===== config.mk =====
export PLATFORM = sky130hd
export DESIGN_NAME = ibus_responder
export DESIGN_NICKNAME = d
export VERILOG_FILES = /design/src/rtl/ibus_responder.sv
export SDC_FILE = /design/constraint.sdc
export NUM_CORES = 1
export LEC_CHECK = 0
export ABC_AREA = 1
export BUFFER_PORTS_ARGS = -buffer_cell sky130_fd_sc_hd__buf_2
export CAP_MARGIN = 20
export CORE_ASPECT_RATIO = 1.2
export CORE_MARGIN = 2
export CORE_UTILIZATION = 50
export CTS_BUF_LIST = sky130_fd_sc_hd__clkbuf_4 sky130_fd_sc_hd__clkbuf_8
export CTS_CLUSTER_DIAMETER = 50
export CTS_CLUSTER_SIZE = 25
export DETAILED_ROUTE_END_ITERATION = 7
export GPL_TIMING_DRIVEN = 0
export PLACE_DENSITY = 0.85
export RECOVER_POWER = 25
export SKIP_CTS_REPAIR_TIMING = 1
export SYNTH_ARGS = -nofsm -noshare
export SYNTH_HDL_FRONTEND = slang
export SYNTH_SLANG_ARGS = --single-unit

===== constraint.sdc =====
create_clock -name clk -period 8.4 [get_ports clk]
set_input_delay 0.42 -clock clk [delete_from_list [all_inputs] [get_ports clk]]
set_output_delay 0.42 -clock clk [all_outputs]
set_load 0.005 [all_outputs]

===== src/rtl/ibus_responder.sv =====
// Instruction-fetch responder: accepts one fetch, reads an aligned 64-bit word from memory, returns 32 bits.
// Optional single-line fetch buffer is enabled with `define IBUS_LINE_BUF_EN.
//
// state | meaning
// IDLE  | waiting for a fetch request
// MEM   | memory read outstanding, watchdog running
// RESP  | returning the instruction word (data_ok pulse)
module ibus_responder #(
   parameter int MEM_LAT_MAX = 255
) (
   input  logic        clk,
   input  logic        reset,
   input  logic        ireq_valid,
   input  logic [63:0] ireq_addr,
   output logic        iresp_addr_ok,
   output logic        iresp_data_ok,
   output logic [31:0] iresp_data,
   input  logic        flush,
   output logic        mreq_valid,
   output logic [63:0] mreq_addr,
   input  logic        mresp_valid,
   input  logic [63:0] mresp_data,
   output logic        err
);

   typedef enum logic [1:0] {IDLE, MEM, RESP} state_t;

   localparam int WD_W = (MEM_LAT_MAX < 2) ? 1 : $clog2(MEM_LAT_MAX + 1);
   localparam logic [WD_W-1:0] WD_LAST = WD_W'((MEM_LAT_MAX > 0) ? MEM_LAT_MAX - 1 : 0);
   localparam logic [31:0] NOP = 32'h0000_0013;

   state_t            state_q, state_d;
   logic [63:2]       addr_q, addr_d;
   logic [31:0]       data_q, data_d;
   logic [WD_W-1:0]   wd_q, wd_d;
   logic              err_q, err_d;
   logic              addr_ok_c, data_ok_c, mreq_valid_c;
   logic              buf_hit;
   logic [31:0]       buf_word;
   logic              unused_addr;

   assign unused_addr = ^ireq_addr[1:0];

`ifdef IBUS_LINE_BUF_EN
   logic [63:0] buf_data_q;
   logic [63:3] buf_tag_q;
   logic        buf_vld_q;
   logic        buf_fill;

   // A request coincident with flush must miss, even against a matching tag.
   assign buf_fill = (state_q == MEM) && mresp_valid;
   assign buf_hit  = buf_vld_q && !flush && (buf_tag_q == ireq_addr[63:3]);
   assign buf_word = ireq_addr[2] ? buf_data_q[63:32] : buf_data_q[31:0];

   always_ff @(posedge clk or posedge reset) begin
      if (reset) begin
         buf_vld_q  <= 1'b0;
         buf_tag_q  <= '0;
         buf_data_q <= '0;
      end else if (flush) begin
         buf_vld_q <= 1'b0;
      end else if (buf_fill) begin
         buf_vld_q  <= 1'b1;
         buf_tag_q  <= addr_q[63:3];
         buf_data_q <= mresp_data;
      end
   end
`else
   logic unused_flush;
   assign unused_flush = flush;
   assign buf_hit      = 1'b0;
   assign buf_word     = '0;
`endif

   always_ff @(posedge clk or posedge reset) begin
      if (reset) begin
         state_q <= IDLE;
         addr_q  <= '0;
         data_q  <= '0;
         wd_q    <= '0;
         err_q   <= 1'b0;
      end else begin
         state_q <= state_d;
         addr_q  <= addr_d;
         data_q  <= data_d;
         wd_q    <= wd_d;
         err_q   <= err_d;
      end
   end

   always_comb begin
      state_d      = state_q;
      addr_d       = addr_q;
      data_d       = data_q;
      wd_d         = wd_q;
      err_d        = err_q;
      addr_ok_c    = 1'b0;
      data_ok_c    = 1'b0;
      mreq_valid_c = 1'b0;
      case (state_q)
         IDLE: begin
            if (ireq_valid) begin
               addr_ok_c = 1'b1;
               addr_d    = ireq_addr[63:2];
               wd_d      = '0;
               if (buf_hit) begin
                  data_d  = buf_word;
                  state_d = RESP;
               end else begin
                  state_d = MEM;
               end
            end
         end
         MEM: begin
            mreq_valid_c = 1'b1;
            wd_d         = wd_q + 1'b1;
            // Real data wins over a timeout landing in the same cycle.
            if (mresp_valid) begin
               data_d  = addr_q[2] ? mresp_data[63:32] : mresp_data[31:0];
               state_d = RESP;
            end else if ((MEM_LAT_MAX != 0) && (wd_q == WD_LAST)) begin
               data_d  = NOP;
               err_d   = 1'b1;
               state_d = RESP;
            end
         end
         RESP: begin
            data_ok_c = 1'b1;
            state_d   = IDLE;
         end
         default: state_d = IDLE;
      endcase
   end

   assign iresp_addr_ok = addr_ok_c && !reset;
   assign iresp_data_ok = data_ok_c;
   assign iresp_data    = data_q;
   assign mreq_valid    = mreq_valid_c;
   assign mreq_addr     = {addr_q[63:3], 3'b000};
   assign err           = err_q;

endmodule


==> run metrics <==
outcome complete, but fails checks; failing checks capacitance limit, slew limit; die area 11,000 µm²; CORE AREA 9960 µm²; Via density 4.63; FF+latch count, synth 105; R2R cell count 10; nets@finish 1,019; Cell Area, Synth 5100 µm²; power per cell area 296 nW/µm²; Die H 115 µm; row cnt 40; number of port buffers 226; final WL 12,400 µm; Netlist cell types 20; Post-DP HPWL 9700 µm; GRT Resource Usage Total 23.0%; fin area 6580 µm²; Worst Path Arrival 3.76 ns; pin count of the biggest net entering global routing 54; Hold Crit Class input pin to flop; sw frac 35.2%; final setup fails 0; Synth warnings 0; critical setup path kind input pin to async pin; total power draw 0.00195 W; Critical Path End Type async pin; first-iteration detailed-routing DRC count 152; drt drc 0; Clock Power Share 14.6%; Gate Count Post-Synth 644; Slew HR -78.4%; vias in the first global route 4,365; cts bufs inserted 9; Hold Violations, Final 0; initial core utilization 51.2%; minimum clock period 3.86 ns; Inserted Diodes 0; Internal Pwr Total 0.00126 W; Longest Clk Path Bufs 2; dpl cell area 6430 µm²; area grow syn2layout 29.0%; io pins 233; most common cell after layout, fill and taps aside nand2_1; CP max FO 53; Flop pwr share 42.6%; Required @ worst endpoint 8.30 ns; clock skew 0.0140 ns; via count 4,693; Worst-Skew Late Latency 0.36 ns; # H-tree levels 3; CTS tree done; Pre-antenna DRT Iters 5; CTS Root Cell clkbuf_8; unrepaired setup endpoints after global routing no; CTS Sinks 105; startpoint types input pin; NetSw 0.000686 W; clock slew at reported path FFs 0.10 ns; first-pass GRT wire length 19,600 µm; Comb pwr share 42.8%; Max IR drop VDD 0.172 mV; commonest cells after routing, fill and taps aside nand2_1, buf_2, dfrtp_1, buf_4, nor2_1; max-cap violation count 2; Leakage Power 3.94 nW; grt total ovfl 0; layout cell share with drive strength beyond 1 37.7%; Die Wd 96.2 µm; Final GP Congestion 0.851; max-slew violation count 108; antenna violations before repair 0; crit share post-route 45.9%; syn avg cell area 7.92 µm²; DRT antenna net count 0; hold path depth 3; sequential fraction of the synthesis area 51.5%; wire per inst 12.2 µm; setup_tns 0 ns; fmax 259 MHz; worst slew pin tran 2.68 ns
[final timing paths]
path / from / slack, ns / to
setup / recovery: reset / 4.54 / wd_q[7]$_DFFE_PP0P_
hold / removal: ireq_addr[12] / 0.25 / addr_q[12]$_DFFE_PP0P_
setup reg to reg: wd_q[0]$_DFFE_PP0P_ / 6.91 / iresp_data[5]$_DFFE_PP0P_
hold reg to reg: iresp_data[21]$_DFFE_PP0P_ / 0.48 / iresp_data[21]$_DFFE_PP0P_
max in group clk: state_q[1]$_DFFE_PP0P_ / 6.29 / mreq_valid
min in group asynchronous: reset / 0.61 / addr_q[8]$_DFFE_PP0P_
[layer usage]
metal	share of wire [%]	global-route usage, %	routed length (µm)	vias to the layer above
li1	-	-	-	2400
met1	40	27.3	4930	2081
met2	50	40.4	6180	196
met3	8.2	4.81	1020	16
met4	1.9	8.86	231	0
met5	0	0	0	-
[synthesized netlist by cell type]
master    instances  area share (%)
a21oi_1           2            0.20
buf_2            17             1.7
buf_4            67             9.9
buf_6             3            0.66
clkbuf_1          9            0.66
conb_1            1           0.074
dfrtp_1         105              52
ha_1              2            0.49
inv_1            13            0.96
inv_2             2            0.15
nand2_1         271              20
nand2_2           2            0.25
nand2_4           2            0.44
nand3_1          41             4.0
nand4_1           1            0.12
nor2_1           66             4.9
nor2_4            1            0.22
o21a_1            1            0.15
o21ai_0          37             3.6
o21bai_1          1            0.15
[area by class of cell]
class | instances | area [µm²]
tap | 126 | 158
multi-input combinational | 430 | 1770
inverter | 15 | 57.6
clock buffer | 11 | 151
buffer | 96 | 656
timing repair buffer | 227 | 1130
sequential | 105 | 2630
fill | 886 | 3380
clock inverter | 4 | 28.8
[metrics by stage]
| step | std cells | util [%] | worst slack [ns] | hold WS, ns |
|---|---|---|---|---|
| finish | 1014 | 66.1 | 4.54 | 0.247 |
| global route | 1014 | 66.1 | 3.58 | 0.243 |
| detailed placement | 999 | 64.5 | 6.60 | 0.454 |
| floorplan | 646 | - | 5.22 | 0.436 |
| CTS | 1014 | 66.3 | 6.29 | 0.161 |
| global placement | 998 | 64.2 | 4.08 | 0.450 |
[logic make-up (layout without fill, tap and decap cells)]
group	Yosys count	after routing	synth area share, %
other	1	3	0.0735
AND/OR/NAND/NOR	384	384	29.9
flip-flops	105	105	51.5
AO/OA/AOI/OAI	41	41	4.12
buffers and inverters	111	353	14.0
adder cells (fa/ha/maj)	2	2	0.490
[critical path: stages]
cell and delay (ns):
clkbuf_1 0.09, clkinvlp_2 1.23, clkbuf_1 1.99
[state kept, by name, summed over array words and instances (netlist names)]
name        cells
wd_q            8
state_q         2
err             1
iresp_data     32
addr_q         62
[power by group through the flow]
stage | Clock, W | Sequential [W] | Combinational (W)
final | 0.000285 | 0.000831 | 0.000834
after detailed placement | 0 | 0.000834 | 0.000846
after global routing | 0.000309 | 0.000855 | 0.000950
after global placement | 0 | 0.000830 | 0.000821
after floorplan | 0 | 0.000823 | 0.000507
after CTS | 0.000293 | 0.000830 | 0.000845
Power figures use the tool's default switching activity.
